===== config.mk =====
export PLATFORM = sky130hd
export DESIGN_NAME = puf_eval_ctrl_flat
export DESIGN_NICKNAME = d
export VERILOG_FILES = /design/src/rtl/puf_eval_ctrl_if.sv /design/src/rtl/puf_eval_ctrl.sv /design/src/flat_wrapper.sv
export SDC_FILE = /design/constraint.sdc
export NUM_CORES = 1
export LEC_CHECK = 0
export CORE_MARGIN = 3
export CORE_UTILIZATION = 48
export CTS_CLUSTER_DIAMETER = 100
export DETAILED_ROUTE_END_ITERATION = 16
export GPL_TIMING_DRIVEN = 0
export PLACE_DENSITY = 0.85
export SLEW_MARGIN = 10
export SYNTH_ARGS = -nofsm -noshare
export SYNTH_HDL_FRONTEND = slang
export SYNTH_SLANG_ARGS = --single-unit

===== constraint.sdc =====
create_clock -name clk -period 2.7 [get_ports clk]
set_input_delay 0.27 -clock clk [delete_from_list [all_inputs] [get_ports clk]]
set_output_delay 0.27 -clock clk [all_outputs]
set_load 0.02 [all_outputs]

===== src/rtl/puf_eval_ctrl_if.sv =====
// rtl/puf_eval_ctrl_if.sv - challenge/response handshake and PUF drive bundle
interface puf_eval_ctrl_if #(
  parameter int WIDTH = 16
);
  logic             chal_valid;
  logic             chal_ready;
  logic [WIDTH-1:0] chal_in;
  logic [WIDTH-1:0] puf_challenge;
  logic             puf_en;
  logic [WIDTH-1:0] puf_response;
  logic             resp_valid;
  logic             resp_ready;
  logic [WIDTH-1:0] resp_out;
  logic             resp_stable;

  // Side that supplies challenges, consumes responses and models the PUF.
  modport master (
    output chal_valid, chal_in, puf_response, resp_ready,
    input  chal_ready, puf_challenge, puf_en, resp_valid, resp_out, resp_stable
  );

  // The evaluation controller.
  modport slave (
    input  chal_valid, chal_in, puf_response, resp_ready,
    output chal_ready, puf_challenge, puf_en, resp_valid, resp_out, resp_stable
  );
endinterface


===== src/rtl/puf_eval_ctrl.sv =====
// rtl/puf_eval_ctrl.sv - repeated PUF evaluation with per-bit majority vote
module puf_eval_ctrl #(
  parameter int WIDTH  = 16,
  parameter int REPEAT = 5,
  parameter int SETTLE = 4,
  parameter int GRAY   = 1
) (
  input  logic            clk,
  input  logic            rst,
  puf_eval_ctrl_if.slave  bus,
  output logic            busy
);
  localparam int CW = $clog2(REPEAT + 1);
  localparam int TW = $clog2(SETTLE + 1);

  typedef enum logic [2:0] {IDLE, SETUP, EVAL, RELAX, DONE} state_t;

  state_t           state_q, state_d;
  logic [TW-1:0]    timer_q, timer_d;
  logic [CW-1:0]    iter_q, iter_d;
  logic [CW-1:0]    cnt_q [WIDTH];
  logic [CW-1:0]    cnt_d [WIDTH];
  logic [WIDTH-1:0] chal_q, chal_d;
  logic [WIDTH-1:0] chal_enc;
  logic             puf_en_q, puf_en_d;
  logic [WIDTH-1:0] resp_out_q, resp_out_d;
  logic             resp_stable_q, resp_stable_d;

  // Optional Gray encoding: bit i = in[i]^in[i+1], MSB passes through.
  always_comb begin
    chal_enc = bus.chal_in;
    if (GRAY != 0) chal_enc = bus.chal_in ^ (bus.chal_in >> 1);
  end

  // Next-state, per-bit vote counters and result computation.
  always_comb begin
    state_d       = state_q;
    timer_d       = timer_q;
    iter_d        = iter_q;
    cnt_d         = cnt_q;
    chal_d        = chal_q;
    resp_out_d    = resp_out_q;
    resp_stable_d = resp_stable_q;
    case (state_q)
      IDLE: begin
        if (bus.chal_valid) begin
          state_d = SETUP;
          chal_d  = chal_enc;
          timer_d = '0;
          iter_d  = '0;
          for (int i = 0; i < WIDTH; i++) cnt_d[i] = '0;
        end
      end
      SETUP: begin
        state_d = EVAL;
        timer_d = '0;
      end
      EVAL: begin
        if (timer_q == TW'(SETTLE - 1)) begin
          // Sample on the edge that leaves EVAL, while the PUF is still enabled.
          state_d = RELAX;
          timer_d = '0;
          iter_d  = iter_q + 1'b1;
          for (int i = 0; i < WIDTH; i++) cnt_d[i] = cnt_q[i] + CW'(bus.puf_response[i]);
        end else begin
          timer_d = timer_q + 1'b1;
        end
      end
      RELAX: begin
        if (timer_q == TW'(SETTLE - 1)) begin
          timer_d = '0;
          if (iter_q < CW'(REPEAT)) begin
            state_d = EVAL;
          end else begin
            state_d       = DONE;
            resp_stable_d = 1'b1;
            for (int i = 0; i < WIDTH; i++) begin
              resp_out_d[i] = (cnt_q[i] > CW'(REPEAT / 2));
              if (!((cnt_q[i] == '0) || (cnt_q[i] == CW'(REPEAT)))) resp_stable_d = 1'b0;
            end
          end
        end else begin
          timer_d = timer_q + 1'b1;
        end
      end
      DONE: begin
        if (bus.resp_ready) state_d = IDLE;
      end
      default: state_d = IDLE;
    endcase
    // The PUF is only ever enabled while in EVAL.
    puf_en_d = (state_d == EVAL);
  end

  // State and datapath registers; reset discards any partial evaluation.
  always_ff @(posedge clk or posedge rst) begin
    if (rst) begin
      state_q       <= IDLE;
      timer_q       <= '0;
      iter_q        <= '0;
      chal_q        <= '0;
      puf_en_q      <= 1'b0;
      resp_out_q    <= '0;
      resp_stable_q <= 1'b0;
      for (int i = 0; i < WIDTH; i++) cnt_q[i] <= '0;
    end else begin
      state_q       <= state_d;
      timer_q       <= timer_d;
      iter_q        <= iter_d;
      chal_q        <= chal_d;
      puf_en_q      <= puf_en_d;
      resp_out_q    <= resp_out_d;
      resp_stable_q <= resp_stable_d;
      for (int i = 0; i < WIDTH; i++) cnt_q[i] <= cnt_d[i];
    end
  end

  assign bus.chal_ready    = (state_q == IDLE) && !rst;
  assign bus.resp_valid    = (state_q == DONE);
  assign bus.puf_challenge = chal_q;
  assign bus.puf_en        = puf_en_q;
  assign bus.resp_out      = resp_out_q;
  assign bus.resp_stable   = resp_stable_q;
  assign busy              = (state_q != IDLE);
endmodule


===== src/flat_wrapper.sv =====
// flat-port wrapper written by rule: the top's interface ports become plain ports
module puf_eval_ctrl_flat 
#(
  parameter int WIDTH  = 16,
  parameter int REPEAT = 5,
  parameter int SETTLE = 4,
  parameter int GRAY   = 1
)
  (clk, rst, busy, bus_chal_valid, bus_chal_in, bus_puf_response, bus_resp_ready, bus_chal_ready, bus_puf_challenge, bus_puf_en, bus_resp_valid, bus_resp_out, bus_resp_stable);
  puf_eval_ctrl_if #(.WIDTH(WIDTH)) bus_i ();
  input  logic clk;
  input  logic rst;
  output logic busy;
  input wire logic [$bits(bus_i.chal_valid)-1:0] bus_chal_valid;
  input wire logic [$bits(bus_i.chal_in)-1:0] bus_chal_in;
  input wire logic [$bits(bus_i.puf_response)-1:0] bus_puf_response;
  input wire logic [$bits(bus_i.resp_ready)-1:0] bus_resp_ready;
  output wire logic [$bits(bus_i.chal_ready)-1:0] bus_chal_ready;
  output wire logic [$bits(bus_i.puf_challenge)-1:0] bus_puf_challenge;
  output wire logic [$bits(bus_i.puf_en)-1:0] bus_puf_en;
  output wire logic [$bits(bus_i.resp_valid)-1:0] bus_resp_valid;
  output wire logic [$bits(bus_i.resp_out)-1:0] bus_resp_out;
  output wire logic [$bits(bus_i.resp_stable)-1:0] bus_resp_stable;
  assign bus_i.chal_valid = bus_chal_valid;
  assign bus_i.chal_in = bus_chal_in;
  assign bus_i.puf_response = bus_puf_response;
  assign bus_i.resp_ready = bus_resp_ready;
  assign bus_chal_ready = bus_i.chal_ready;
  assign bus_puf_challenge = bus_i.puf_challenge;
  assign bus_puf_en = bus_i.puf_en;
  assign bus_resp_valid = bus_i.resp_valid;
  assign bus_resp_out = bus_i.resp_out;
  assign bus_resp_stable = bus_i.resp_stable;
  puf_eval_ctrl #(.WIDTH(WIDTH), .REPEAT(REPEAT), .SETTLE(SETTLE), .GRAY(GRAY)) u_core (.clk(clk), .rst(rst), .bus(bus_i), .busy(busy));
endmodule

* Word-level counts from Yosys, hierarchy flattened
Cells that the tools add are included.
Widths: inputs -> output; s select.
** Word-level totals
- Flip-flop bits (word level) :: 91
- Bits in latches :: 0
- RAM bits :: 0
- ROM bits :: 0
- Input bits :: 36
- Output and inout port bits :: 37
- Memories :: 0
** Cells by class
- Add/subtract/negate cells :: 18
- Multiply operators :: 0
- Div/mod/pow operators :: 0
- $lt $le $gt $ge :: 17
- Eq/ne operators :: 24
- Shift operators :: 0
- Multiplexer cells :: 30
- Bitwise operators :: 2
- Reductions and logical operators :: 43
** Operator list (count)
- $mux 48 :: 2
- $pmux 48 s2 :: 1
- $eq 3x3->1 const B :: 17
- $logic_not 3->1 :: 17
- $add 3x1->3 :: 16
- $gt 3x2->1 const B :: 16
- $mux 3 :: 8
- $logic_or 1x1->1 :: 16
- $mux 1 :: 16
- $xor 16x15->16 :: 1
- $pmux 3 s5 :: 1
- $eq 3x2->1 const B :: 4
- $pmux 3 s3 :: 1
- $add 3x1->3 const B :: 2
- $pmux 3 s2 :: 1
- $reduce_and 3->1 :: 2
- $reduce_bool 3->1 :: 2
- $reduce_and 2->1 :: 2
- $eq 3x1->1 const B :: 1
- $lt 3x3->1 const B :: 1
- $ne 2x1->1 const B :: 1
- $ne 2x2->1 const B :: 1
- $reduce_bool 2->1 :: 1
- $reduce_or 2->1 :: 1
- 3 further kinds :: 3

* Longest topological paths before layout
Gate-level depths: netlist of run 1.
- Depth after elaboration :: 18
- Mapped depth :: 7
- Gate-level depth less buffers :: 5

* Least setup slack after synthesis of run 1
OpenSTA, ideal clock, no wires.
- Path kind :: register -> output
- Start point :: register u_core.state_q[0]
- End point :: output port bus_chal_ready
- Arrival :: 1.334 ns
- Required time :: 2.430 ns
- Path slack :: 1.096 ns
- Cell stages (with the launch flop) :: 4
- Path buffers :: 1
- Path through :: dfrtp_1 buf_2 or3_1 nor2_1
** On the way
- Longest elaborated chain between the ends :: 2
** RTL lines
- start: declaration :: line puf_eval_ctrl.sv:18 : state_t state_q, state_d;
- start signal: assignment :: line puf_eval_ctrl.sv:107 : state_q <= state_d;
- $logic_not 3->1 :: line puf_eval_ctrl.sv:118 : assign bus.chal_ready = (state_q == IDLE) && !rst;
- $logic_and 1x1->1 :: line puf_eval_ctrl.sv:118
- end: declaration :: line flat_wrapper.sv:18 : output wire logic [$bits(bus_i.chal_ready)-1:0] bus_chal_ready;
Every way passes these cells.

* Worst setup path in the final report of run 1
Ends and elaborated chain as after synthesis.

==> results.json, run 1 <==
{
  "finalSetupTns_ns": 0,
  "synthesis.nets": 462,
  "routed-via-count": 3315,
  "placement_rows": 34,
  "remaining_design_rule_violation_count": 0,
  "power_leakage_nw": 2.64,
  "setup_viol_count_final": 0,
  "dieArea_mm2": 0.0105,
  "timing.critical_path.required_ns": 2.43,
  "cts_htree_levels": 3,
  "cts_repair_resize_count": 0,
  "port-buffer-count": 72,
  "final_cell_mix": "91 x dfrtp_1, 72 x clkdlybuf4s50_1, 51 x nor2_1, 48 x a21oi_1, 34 x ha_1",
  "area_growth_syn_to_layout_pct": 25.7,
  "fp.dieH_um": 103,
  "fmax_mhz": 432,
  "worst_clock_skew_ns": 0.00774,
  "layout-drive-gt1-share": 0.108,
  "maxSlewHeadroom": 0.635,
  "dp_worst_setup_slack_ns": 0.793,
  "placeableCoreArea_mm2": 0.00889,
  "ys_seq_area_frac": 0.509,
  "synthDistinctLibCells": 40,
  "final-instance-count-excl-fill": 589,
  "cp_top_family": "buffers and inverters",
  "dr.pass1.iters": 4,
  "grtUsageTotal": 0.207,
  "startpoint_type": "register",
  "post_synth_instance_area_mm2": 0.00447,
  "wire_per_inst_um": 17.4,
  "io_pins": 73,
  "ant_nets": 0,
  "critical_path.endpoint_type": "output pin",
  "cts-root-to-sink-buffers": 2,
  "clockRootBuffer": "clkbuf_8",
  "post-layout-total-power_mw": 6.49,
  "pin_count_of_the_biggest_net_entering_global_routing": 51,
  "final_net_count": 546,
  "post-route-worst-setup-slack_ns": 0.385,
  "floorplan.initialDensity": 0.503,
  "wire_length_of_the_first_global_routing_pass_um": 16900,
  "timing.critical_path.cells": "buf_2 -> or3_1 -> nor2_1 -> clkdlybuf4s50_1",
  "timing.setup.critical_path_class": "reg -> out",
  "hold_viol": 0,
  "hpwl_um": 7170,
  "mostFrequentLayoutCell": "dfrtp_1",
  "postSynthCellCount": 392,
  "synth_seq_cells": 91,
  "reg2reg_to": "u_core.cnt_q[26]$_DFFE_PP0P_",
  "antenna_found_initial": 0,
  "outcome": "completed",
  "synth_top_area_frac": 0.509,
  "finalWirelength_um": 10200,
  "clkTransAtPathRegs_ns": 0.09,
  "synthArstFlopShare": 1.00,
  "antennaDiodeCount": 0,
  "vias_per_std_cell": 5.63,
  "finalWorstPathRequiredPeriod_ns": 2.32,
  "critPathMaxFanout": 9,
  "synth_largest_area_cell": "dfrtp_1",
  "cellPowerDensity_mw_per_mm2": 1150,
  "crit_path_top_delay_cell": "clkdlybuf4s50_1",
  "synth.area.top_cells": "dfrtp_1 51%, ha_1 9.5%, xor2_1 6.1%",
  "cts_tree": "done",
  "worst-endpoint-arrival_ns": 2.05,
  "tightest_slew_ns": 0.547,
  "numClockSinks": 91,
  "postCtsHoldBufs": 0,
  "grt_overflow_total": 0,
  "critical_path_buf_inv_count": 2,
  "drv.max_cap_violation_count": 0,
  "gp_congestion": 0.840,
  "cts_buffers": 9,
  "vias_in_the_first_global_route": 3486,
  "synth_enable_flop_cells": 0,
  "cts_setup_buffers": 0,
  "synth_ff_type": "dfrtp_1",
  "insertion_delay_ns": 0.36,
  "worstHoldPathType": "in -> async",
  "r2r-start": "u_core.timer_q[0]$_DFFE_PP0P_",
  "max_stage_delay_ns": 0.61,
  "die-width_um": 103,
  "setup.reg_to_reg.worst_slack_ns": 0.86,
  "postSynthAreaPerCell_um2": 11.4,
  "ys.warnings.count": 0,
  "timing.final.crit_share": 0.857,
  "rr_worst_depth": 7,
  "post-place-cells": 573,
  "first_iter_violations": 151,
  "final_max_slew_viol_count": 0,
  "setup_repair_after_global_routing_missed_its_margin": "no",
  "ir_worst_vdd_mv": 0.594
}
-- logic make-up (layout without fill, tap and decap cells) --
kind of cell             after synthesis  in the layout  synth area share
XOR/XNOR                              48             48            0.0940
AND/OR/NAND/NOR                      100            100             0.120
AO/OA/AOI/OAI                         92             92             0.137
adder cells (fa/ha/maj)               34             34            0.0951
buffers and inverters                 25            114            0.0403
flip-flops                            91             91             0.509
multiplexers                           2              2           0.00503
-- power breakdown --
group,switching [mW],internal (mW),leakage (nW)
clock,0.494,0.712,0.127
sequential,0.537,1.93,1.15
combinational,1.45,1.37,1.36
-- Yosys cell counts, drive strengths merged (2+ instances only) --
cell type	count
o31ai	2
ha	34
o21ai	5
a21oi	49
a22o	30
a21o	2
nor2	51
xor2	31
xnor2	17
nand2b	3
nor2b	2
nand4	2
inv	4
nand2	7
nor3	3
mux2	2
dfrtp	91
nor4	7
nand3	18
buf	21
-- worst reg2reg max path, delay by kind of cell, from the launching register on --
| family | cells | cell delay, ns |
|---|---|---|
| adder cells (fa/ha/maj) | 1 | 0.23 |
| buffers and inverters | 2 | 0.58 |
| flip-flops | 1 | 0.38 |
| AND/OR/NAND/NOR | 3 | 0.40 |
| XOR/XNOR | 1 | 0.16 |
-- stage by stage --
| step | utilization | hold slack (ns) | instance area, µm² |
|---|---|---|---|
| after floorplan | - | 0.422 | 4470 |
| after global placement | 0.599 | 0.473 | 5330 |
| after detailed placement | 0.603 | 0.498 | 5360 |
| after CTS | 0.633 | 0.385 | 5620 |
| after global routing | 0.633 | 0.422 | 5620 |
| final | 0.633 | 0.363 | 5620 |
-- worst max-delay path by stage --
stage                                      startpoint  cells past startpoint                                 endpoint  slack (ns)
final                     u_core.state_q[0]$_DFF_PP0_                      4                           bus_chal_ready        0.38
after CTS                 u_core.state_q[0]$_DFF_PP0_                      4                           bus_chal_ready        0.37
after global routing      u_core.state_q[0]$_DFF_PP0_                      4                           bus_chal_ready        0.30
after global placement                            rst                      2       u_core.bus.resp_out[6]$_DFFE_PP0P_       -1.29
after floorplan                                   rst                      1  u_core.bus.puf_challenge[0]$_DFFE_PP0P_        0.07
after detailed placement  u_core.state_q[0]$_DFF_PP0_                      4                           bus_chal_ready        0.79
-- sequential cells by signal, indices dropped and copies added, names as in the netlist --
register and flops:
u_core.iter_q 3, u_core.bus.resp_stable 1, u_core.bus.resp_out 16, u_core.bus.puf_en 1, u_core.state_q 3, u_core.cnt_q 48, u_core.bus.puf_challenge 16, u_core.timer_q 3
-- final cells by class --
cell class	count	area, µm²
well taps	108	135
inverters	4	17.5
multi-input cells	276	2020
plain buffers	21	165
clock inverters	6	136
fillers	694	3270
repair buffers	73	748
flip-flops and latches	91	2280
clock buffers	10	128
-- layer usage --
metal  vias to the layer above  routed length (µm)  global-route usage
li1                       1550                   -                   -
met1                      1636                4500               0.279
met2                       114                4890               0.337
met3                        15                 712              0.0602
met4                         0                 119              0.0394
met5                         -                   0                   0
(Power assumes the default switching activity.)
==> run 2: changes to the inputs <==
Settings changed: CORE_MARGIN 3 to 2.
==> run 2 against run 1 <==
Compared with the run above:
- die area down 3.9%
- sequential cell count unchanged
- total power down 2.3%
- via count down 0.42%
- sequential share of layout area grew 0.25 points
- wire length up 0.97%
- utilization is 2.2 points lower
- first-iteration DRC count is 2.6% higher
- global-route usage increased by 1.1 points
- critical endpoint unchanged
- largest cell class unchanged
- largest power group unchanged
==> results.json, run 2 (synthesized netlist as in run 1, its figures left out) <==
{
  "outcome": "completed",
  "wire_per_inst_um": 17.4,
  "fmax_mhz": 431,
  "fp.dieH_um": 101,
  "numClockSinks": 91,
  "port-buffer-count": 72,
  "clkTransAtPathRegs_ns": 0.10,
  "area_growth_syn_to_layout_pct": 24.9,
  "nFillCells": 729,
  "placement_rows": 35,
  "final_net_count": 546,
  "timing.critical_path.cells": "buf_2 -> or3_1 -> nor2_1 -> clkdlybuf4s50_1",
  "setup.reg_to_reg.worst_slack_ns": 0.82,
  "cts-root-to-sink-buffers": 2,
  "critical_path_buf_inv_count": 2,
  "r2r-start": "u_core.timer_q[0]$_DFFE_PP0P_",
  "cts_tree": "done",
  "ant_nets": 0,
  "clockRootBuffer": "clkbuf_8",
  "post-layout-total-power_mw": 6.34,
  "remaining_design_rule_violation_count": 0,
  "critPathMaxFanout": 9,
  "io_pins": 73,
  "mostFrequentLayoutCell": "dfrtp_1",
  "final_cell_mix": "91 x dfrtp_1, 72 x clkdlybuf4s50_1, 51 x nor2_1, 48 x a21oi_1, 34 x ha_1",
  "worst-endpoint-arrival_ns": 2.05,
  "pin_count_of_the_biggest_net_entering_global_routing": 67,
  "startpoint_type": "register",
  "gp_congestion": 0.827,
  "layout-drive-gt1-share": 0.110,
  "crit_path_top_delay_cell": "clkdlybuf4s50_1",
  "vias_in_the_first_global_route": 3496,
  "timing.critical_path.required_ns": 2.43,
  "reg2reg_to": "u_core.cnt_q[17]$_DFFE_PP0P_",
  "insertion_delay_ns": 0.37,
  "rr_worst_depth": 7,
  "first_iter_violations": 155,
  "vias_per_std_cell": 5.58,
  "worst_clock_skew_ns": 0.00999,
  "biggest_register": "u_core.cnt_q",
  "maxSlewHeadroom": 0.657,
  "timing.final.crit_share": 0.860,
  "dp_worst_setup_slack_ns": 0.779,
  "antennaDiodeCount": 0,
  "wire_length_of_the_first_global_routing_pass_um": 17000,
  "placeableCoreArea_mm2": 0.00915,
  "finalWirelength_um": 10300,
  "power_leakage_nw": 2.63,
  "max_stage_delay_ns": 0.61,
  "cts_repair_resize_count": 0,
  "dieArea_mm2": 0.0101,
  "floorplan.initialDensity": 0.489,
  "number_of_flip_flops_in_the_largest_register": 48,
  "finalWorstPathRequiredPeriod_ns": 2.32,
  "cts_htree_levels": 3,
  "setup_repair_after_global_routing_missed_its_margin": "no",
  "tightest_slew_ns": 0.513,
  "final_max_slew_viol_count": 0,
  "hold_viol": 0,
  "cts_buffers": 9,
  "dr.pass1.iters": 4,
  "grtUsageTotal": 0.218,
  "timing.setup.critical_path_class": "reg -> out",
  "worstHoldPathType": "in -> async",
  "routed-via-count": 3301,
  "hpwl_um": 7260,
  "grt_overflow_total": 0,
  "post-route-worst-setup-slack_ns": 0.377,
  "setup_viol_count_final": 0,
  "cts_setup_buffers": 0,
  "critical_path.endpoint_type": "output pin",
  "antenna_found_initial": 0,
  "cellPowerDensity_mw_per_mm2": 1130,
  "cp_top_family": "buffers and inverters",
  "ir_worst_vdd_mv": 0.665,
  "postCtsHoldBufs": 0,
  "drv.max_cap_violation_count": 0,
  "die-width_um": 101
}
## run 2: cell count changes in the layout (fill, tap and decap cells not counted)
cell	delta
bufinv_16	-2
clkinv_2	+2
clkbuf_1	-1
clkbuf_8	+1
clkinv_4	+1
clkinvlp_4	-1
## run 2: power breakdown
group          internal (mW)  leakage, nW  total, mW  switching [mW]
sequential              1.93         1.15       2.47           0.533
clock                  0.549        0.117       1.05           0.502
combinational           1.36         1.36       2.82            1.46
total                   3.84         2.63       6.34            2.50
## run 2: worst max path at each step
stage,startpoint,endpoint,slack (ns),cells past startpoint
detailed placement,u_core.state_q[0]$_DFF_PP0_,bus_chal_ready,0.78,4
CTS,u_core.state_q[0]$_DFF_PP0_,bus_chal_ready,0.35,4
finish,u_core.state_q[0]$_DFF_PP0_,bus_chal_ready,0.38,4
global route,u_core.state_q[0]$_DFF_PP0_,bus_chal_ready,0.28,4
floorplan,rst,u_core.bus.puf_challenge[0]$_DFFE_PP0P_,0.07,1
global placement,rst,u_core.bus.resp_out[6]$_DFFE_PP0P_,-1.32,2
## run 2: cell type report
type                    instances  area (µm²)  share of cell area
clock inverters                 6        87.6              0.0157
clock buffers                  10         138              0.0246
multi-input cells             276        2020               0.361
plain buffers                  21         165              0.0295
inverters                       4        17.5             0.00313
well taps                     111         139              0.0248
flip-flops and latches         91        2280               0.407
repair buffers                 73         748               0.134
## run 2: layer usage
metal  GRT usage  vias to the layer above  part of all wire
met5           0                        -                 0
met4      0.0580                        0             0.012
met3      0.0589                       15             0.060
met2       0.370                       92              0.50
met1       0.277                     1643              0.43
li1            -                     1551                 -
## run 2: worst reg2reg max path, delay by kind of cell, from the launching register on
kind / cells / cell delay, ns
buffers and inverters: 2 / 0.59
and+or+nand+nor: 3 / 0.41
DFF: 1 / 0.38
adders and majority gates: 1 / 0.22
xor gates and xnor gates: 1 / 0.18
## run 2: metrics by stage
stage / TNS, ns / std cells / hold WS (ns) / utilization / cell area (µm²)
after detailed placement: 0 / 576 / 0.509 / 0.586 / 5360
after global placement: -119.44 / 575 / 0.471 / 0.583 / 5330
after floorplan: 0 / 392 / 0.422 / - / 4470
after CTS: 0 / 592 / 0.262 / 0.611 / 5590
final: 0 / 592 / 0.258 / 0.611 / 5590
after global routing: 0 / 592 / 0.293 / 0.611 / 5590
